[src/rtl/pc_sequencer_pkg.sv]
// Shared core definitions for the fetch PC sequencer: state encoding and
// architectural constants.
package pc_sequencer_pkg;

    localparam int unsigned XLEN        = 32;
    localparam int unsigned INSTR_BYTES = 4;

    localparam logic [XLEN-1:0] DEFAULT_RESET_PC = 32'h0000_0000;

    typedef enum logic [1:0] {
        ST_IDLE = 2'b00,
        ST_RUN  = 2'b01,
        ST_TRAP = 2'b10
    } pc_state_e;

endpackage : pc_sequencer_pkg

[src/rtl/pc_sequencer.sv]
// Fetch PC sequencer: sequential fetch, branch/jump redirect with flush,
// misaligned-target trap and a saturating redirect counter.
module pc_sequencer
    import pc_sequencer_pkg::*;
#(
    parameter logic [31:0] RESET_PC = DEFAULT_RESET_PC,
    parameter int unsigned CNT_W    = 16
) (
    input  logic             clk,
    input  logic             rst_n,
    input  logic             boot_i,
    input  logic             stall_i,
    input  logic             imem_ready_i,
    input  logic             ex_valid_i,
    input  logic             ex_taken_br_i,
    input  logic             ex_is_jal_i,
    input  logic             ex_is_jalr_i,
    input  logic [31:0]      ex_br_tgt_pc_i,
    input  logic [31:0]      ex_jalr_tgt_pc_i,
    input  logic             trap_clr_i,
    output logic             fetch_req_o,
    output logic [31:0]      pc_o,
    output logic             flush_o,
    output logic             trap_o,
    output logic [31:0]      trap_pc_o,
    output logic [CNT_W-1:0] redirect_cnt_o
);

    pc_state_e        state_q, state_d;
    logic [31:0]      pc_q, pc_d;
    logic [31:0]      trap_pc_q, trap_pc_d;
    logic [CNT_W-1:0] cnt_q, cnt_d;
    logic             fetch_req_q;
    logic             trap_q;

    logic             redirect;
    logic [31:0]      target;

    // JALR targets have bit 0 cleared; everything else uses pc+imm.
    assign redirect = ex_valid_i & (ex_taken_br_i | ex_is_jal_i | ex_is_jalr_i);
    assign target   = ex_is_jalr_i ? (ex_jalr_tgt_pc_i & ~32'h0000_0001)
                                   : ex_br_tgt_pc_i;

    // Next-state, next-PC and combinational flush.
    always_comb begin
        state_d   = state_q;
        pc_d      = pc_q;
        trap_pc_d = trap_pc_q;
        cnt_d     = cnt_q;
        flush_o   = 1'b0;

        case (state_q)
            ST_IDLE: begin
                if (boot_i) begin
                    state_d = ST_RUN;
                end
            end
            ST_RUN: begin
                if (redirect) begin
                    flush_o = 1'b1;
                    if (target[1:0] == 2'b00) begin
                        pc_d = target;
                        if (cnt_q != {CNT_W{1'b1}}) begin
                            cnt_d = cnt_q + CNT_W'(1);
                        end
                    end else begin
                        state_d   = ST_TRAP;
                        trap_pc_d = target;
                    end
                end else if (imem_ready_i && !stall_i) begin
                    pc_d = pc_q + 32'(INSTR_BYTES);
                end
            end
            ST_TRAP: begin
                if (trap_clr_i) begin
                    state_d = ST_RUN;
                end
            end
            default: begin
                state_d = ST_IDLE;
            end
        endcase
    end

    // State and registered outputs; fetch_req/trap flags follow the next state.
    always_ff @(posedge clk or negedge rst_n) begin
        if (!rst_n) begin
            state_q     <= ST_IDLE;
            pc_q        <= RESET_PC;
            trap_pc_q   <= 32'h0000_0000;
            cnt_q       <= '0;
            fetch_req_q <= 1'b0;
            trap_q      <= 1'b0;
        end else begin
            state_q     <= state_d;
            pc_q        <= pc_d;
            trap_pc_q   <= trap_pc_d;
            cnt_q       <= cnt_d;
            fetch_req_q <= (state_d == ST_RUN);
            trap_q      <= (state_d == ST_TRAP);
        end
    end

    assign fetch_req_o    = fetch_req_q;
    assign pc_o           = pc_q;
    assign trap_o         = trap_q;
    assign trap_pc_o      = trap_pc_q;
    assign redirect_cnt_o = cnt_q;

endmodule : pc_sequencer

[config.mk]
export PLATFORM = sky130hd
export DESIGN_NAME = pc_sequencer
export DESIGN_NICKNAME = d
export VERILOG_FILES = /design/src/rtl/pc_sequencer_pkg.sv /design/src/rtl/pc_sequencer.sv
export SDC_FILE = /design/constraint.sdc
export NUM_CORES = 1
export LEC_CHECK = 0
export ABC_CLOCK_PERIOD_IN_PS = 2300
export CORE_UTILIZATION = 46
export DETAILED_ROUTE_END_ITERATION = 8
export PLACE_DENSITY = 0.79
export SLEW_MARGIN = 5
export SYNTH_ARGS = -nofsm -noshare
export SYNTH_HDL_FRONTEND = slang
export SYNTH_SLANG_ARGS = --single-unit
export TNS_END_PERCENT = 30
[constraint.sdc]
create_clock -name clk -period 2.3 [get_ports clk]
set_clock_uncertainty 0.05 [all_clocks]
set_input_delay 0.46 -clock clk [delete_from_list [all_inputs] [get_ports clk]]
set_output_delay 0.46 -clock clk [all_outputs]
set_load 0.02 [all_outputs]
* Yosys cells after proc, flatten, opt, wreduce, memory -nomap -nowiden
Index checks and enable logic that the tools add are counted.
** Cells by class
- Bitwise gates (word level) :: 4
- Equality and inequality tests :: 6
- Reductions and logical operators :: 8
- Muxes and demuxes :: 11
- Add/sub/neg operators :: 2
** Operators by type and width (count)
- 2-to-1 mux 32 bit :: 4
- adder 32 x 3 -> 32 bit (second input constant) :: 1
- adder 16 x 1 -> 16 bit (second input constant) :: 1
- != test 16 bit (second input constant) :: 1
- 2-to-1 mux 2 bit :: 4
- one-hot mux 2 bit (3 select lines) :: 1
- AND reduction 3 bit :: 2
- == test 2 x 1 -> 1 bit (second input constant) :: 2
- == test 2 bit (second input constant) :: 2
- zero test 2 bit :: 2
- AND reduction 4 bit :: 1
- 2-to-1 mux 1 bit :: 2
- != test 2 x 1 -> 1 bit (second input constant) :: 1
- OR 1 bit :: 2
- nonzero test 2 bit :: 1
- AND 1 bit :: 1
- logical AND 1 bit :: 1
- zero test 1 bit :: 1
- NOT 1 bit :: 1
** Storage, ports and cells
- Output and inout port bits :: 83
- Register bits :: 84
- Bits of input ports :: 74

* Depth between registers and ports, before layout
- Depth after elaboration :: 6
- Mapped depth :: 7

* Least setup slack after synthesis
OpenSTA, ideal clock, no wires.
- Path type :: in2reg
- From :: input port ex_is_jalr_i
- To :: register cnt_q[15], in the netlist redirect_cnt_o[15]
- Buffers on the path :: 0
- Stages :: 5
- Data required time :: 2.125 ns
- Setup slack :: 0.257 ns
- Arrival :: 1.868 ns
- Setup time :: 0.125 ns
- Cells stage by stage :: or3_4 -> a211oi_4 -> and3_4 -> nand4_2 -> mux2_4
** On the way
- Word-level cells in the longest chain between the ends :: 3
** RTL lines
- from (decl) :: RTL line pc_sequencer.sv:17 : input logic ex_is_jalr_i,
- OR 1 bit or 2-to-1 mux 32 bit (tied branches) :: RTL line pc_sequencer.sv:40, pc_sequencer.sv:41
- AND 1 bit or zero test 2 bit (tied branches) :: RTL line pc_sequencer.sv:40, pc_sequencer.sv:61
- AND reduction 4 bit (no line) (*)
- to (signal assigned) :: RTL line pc_sequencer.sv:98 : cnt_q <= cnt_d;
- to (decl) :: RTL line pc_sequencer.sv:32 : logic [CNT_W-1:0] cnt_q, cnt_d;
Every way passes the cells marked *; elsewhere a longest branch is shown, timed or not.
A chain may end at the register's enable or synchronous reset.

* Final worst setup path
- From :: input port ex_is_jal_i
- To :: output port flush_o
** On the way
- Word-level cells in the longest chain between the ends :: 5
** RTL lines
- from (decl) :: RTL line pc_sequencer.sv:16 : input logic ex_is_jal_i,
- OR 1 bit (2 in a row) :: RTL line pc_sequencer.sv:40 : assign redirect = ex_valid_i & (ex_taken_br_i | ex_is_jal_i | ex_is_jalr_i);
- AND 1 bit :: RTL line pc_sequencer.sv:40
- 2-to-1 mux 1 bit :: RTL line pc_sequencer.sv:59 : if (redirect) begin
- 2-to-1 mux 1 bit :: RTL line pc_sequencer.sv:52 : case (state_q)
- to (decl) :: RTL line pc_sequencer.sv:23 : output logic flush_o,
Every way passes these cells.

==> run metrics <==
status=completed; Worst Reg-to-Reg Cells=5; Worst Min Path Start=redirect_cnt_o[4]; Flop pwr share=a little over a third; drc violations=0; Post-synth EDFFs=0; final setup fails=0; initial core utilization=48.2%; clk sinks=84; Die W=around 100 µm; CP startpoint kind=input pin; CP endpoint kind=primary output; number of antenna violations at the first check in global routing=0; die area=approximately 10000 µm²; drt first-iter violations=382; post-synthesis sequential area ratio=around 46%; Clk pwr share=about 15%; count of cell types in the netlist=65; fin. max-slew vios=0; Place WS=-245 ps; WHS Endpoint=redirect_cnt_o[4]; FFs w/ async S/R, synth=100%; top-count cell post-synth=dfrtp_1; WP data required=1790 ps; Power Total=0.00722 W; Root Driver=clkbuf_8; Rows=35; I/O pins=approximately 160; vias=4482; CP max FO=4; Avg Inst Size Synth=9.56 µm²; #FFs+latches synth=84; synth cell count leaders=dfrtp_1 (84), a21oi_1 (57), nor2_1 (47), nand2_1 (39), mux2i_1 (29); TritonCTS clock tree=yes; WL met3=1040 µm; Post-DRT Antenna Nets=0; synth warn=0; Mapped Cells=473; Psw=between 0.002 and 0.003 W; DR top layer=met4; Most used DFF post-synth=dfrtp_1; CTS buffer count=9; R2R Setup Slk=180 ps; die span in y=101 µm; Worst-Margin Slew=470 ps; Antenna diodes=0; Sw Share=between 40% and 50%; Fin. Hold Viols=0; metal2 WL=6560 µm; worst skew pair latency=360 ps; share of cells above drive strength 1=12.4%; Hold Path Depth=1; worst IR drop on VDD=623 µV; post-CTS setup buffer count=0; Setup TNS=0 ps; WS Path Type=in2out; CORE AREA=9370 µm²; final weighted congestion in routability-driven placement=0.931; crit path time final=between 2000 and 2500 ps; Max Fclk=449 MHz; maxcap violations=0; largest net degree at the start of global routing=45; Period Utilization, post-route=96.8%; DR WL/cell=17.8 µm; clock-pin slew on the worst setup and hold paths=80 ps; relative slew slack=68.6%; Hold Path Class=reg2reg; clk buf depth=2; Detailed Routing Iterations Pass 1=6; first-pass GRT wire length=roughly 22000 µm; DRT Wirelength=14000 µm; P&R area growth vs syn=46.7%; pwr/cell area=1090 nW/µm²; Reg-to-Reg Start=pc_o[13]; Leakage=2.74 nW; vias in the first global route=4313; grt total ovfl=0; cells taking the most area after synthesis=dfrtp_1 (46%), mux2i_1 (6.4%), a21oi_1 (6.3%), nor2_1 (3.9%), nand2_1 (3.2%); Finished Layout Cells=782; Cell Area, Synth=4520 µm²; Comb pwr share=slightly below 50%; cell taking the most area after synthesis=dfrtp_1; capturing point of the worst reg2reg path=pc_o[27]; Synthesized Nets=549; Internal Power=0.00432 W; Worst Path Arrival=1720 ps; port buffer count=155; Nets=726; met1 WL=6040 µm; post-detail-place hpwl=~11000 µm; Placed Cells=approximately 770; via/cell ratio=~5.7; RSZ-0062 raised after global routing=false; gr usage total=28.9%; final worst slack=74.3 ps; Synth top area share=46.5%; H-tree levels=3
==> per-layer routing <==
layer	vias to the layer above	global-route usage, %
li1	2089	-
met1	2157	41.1
met2	207	44.3
met3	29	5.31
met4	0	10.6
met5	-	0
==> cell type report <==
type | instances | area [µm²]
multi-input cells | 356 | 2280
inverters | 3 | 11.3
fillers | 757 | 2740
clock buffers | 12 | 155
repair buffers | 196 | 1890
clock inverters | 2 | 35.0
flip-flops and latches | 84 | 2100
well taps | 129 | 161
==> kinds of logic (layout without fill, tap and decap cells) <==
logic type	Yosys count	after routing	share of synthesized area, %
simple gates	169	169	19.3
compound gates	135	135	19.3
flops	84	84	46.5
mux	38	38	8.75
buf+inv	33	213	3.29
xor+xnor	12	12	2.32
fa+ha+maj	2	2	0.553
==> worst max path at each step <==
stage / from / endpoint / slack [ps]
after CTS: ex_is_jal_i / flush_o / 40
after global placement: ex_is_jal_i / flush_o / -170
final: ex_is_jal_i / flush_o / 70
after detailed placement: ex_br_tgt_pc_i[0] / pc_o[11] / -250
after global routing: ex_is_jal_i / flush_o / 1
after floorplan: ex_is_jalr_i / redirect_cnt_o[15] / 260
==> power groups by stage <==
stage	registers [W]	logic, W	clock network, W
final	0.00264	0.00352	0.00106
after global routing	0.00272	0.00375	0.00114
after CTS	0.00262	0.00352	0.00107
after detailed placement	0.00264	0.00351	0
after global placement	0.00261	0.00344	0
after floorplan	0.00324	0.00107	0
==> state kept, by name (all words and copies together), names as in the netlist <==
name and flops:
trap_pc_o 32, state_q 2, fetch_req_o 1, redirect_cnt_o 16, pc_o 32, trap_o 1
==> placed cells by master (no fill, tap or decap), types with 3 or more instances in the layout <==
master and n:
xnor2_1 11, inv_1 3, nand2b_1 4, o31ai_1 4, o22ai_1 4, a31oi_1 4
and3_1 8, a211oi_1 4, o31a_1 4, a2bb2oi_1 3, nand2_1 39, a21o_1 3
dfrtp_1 84, a21oi_1 57, nor3_1 8, a41o_1 4, or2_2 3, mux2_2 8
clkbuf_8 11, nor2_1 47, nor2b_1 4, and4_1 5, and2_1 5, nand3_1 14
o21ai_0 23, buf_12 3, mux2i_1 29, nand4_1 14, clkdlybuf4s50_1 152, buf_4 38
a22o_1 5
==> timing repair <==
action	4_1_cts	5_1_grt
gates resized for setup	1	1
endpoints found under the hold margin	19	0
cloned	0	0
hold buffers	1	0
pin swaps	0	0
endpoints found under the setup margin	1	1
==> worst max-delay path: stages <==
cell             delay (ps)
clkdlybuf4s50_1         460
o31a_1                  340
nand2_1                  80
inv_1                    80
clkdlybuf4s15_1         300
==> per-stage QoR <==
stage          utilization, %  cell area, µm²  hold WS [ps]
6_report                 70.8            6630           444
4_1_cts                  70.8            6630           446
2_1_floorplan               -            4520           114
5_1_grt                  70.8            6630           464
3_3_place_gp             68.6            6430           318
3_5_place_dp             68.6            6430           322
(Power assumes the default switching activity.)
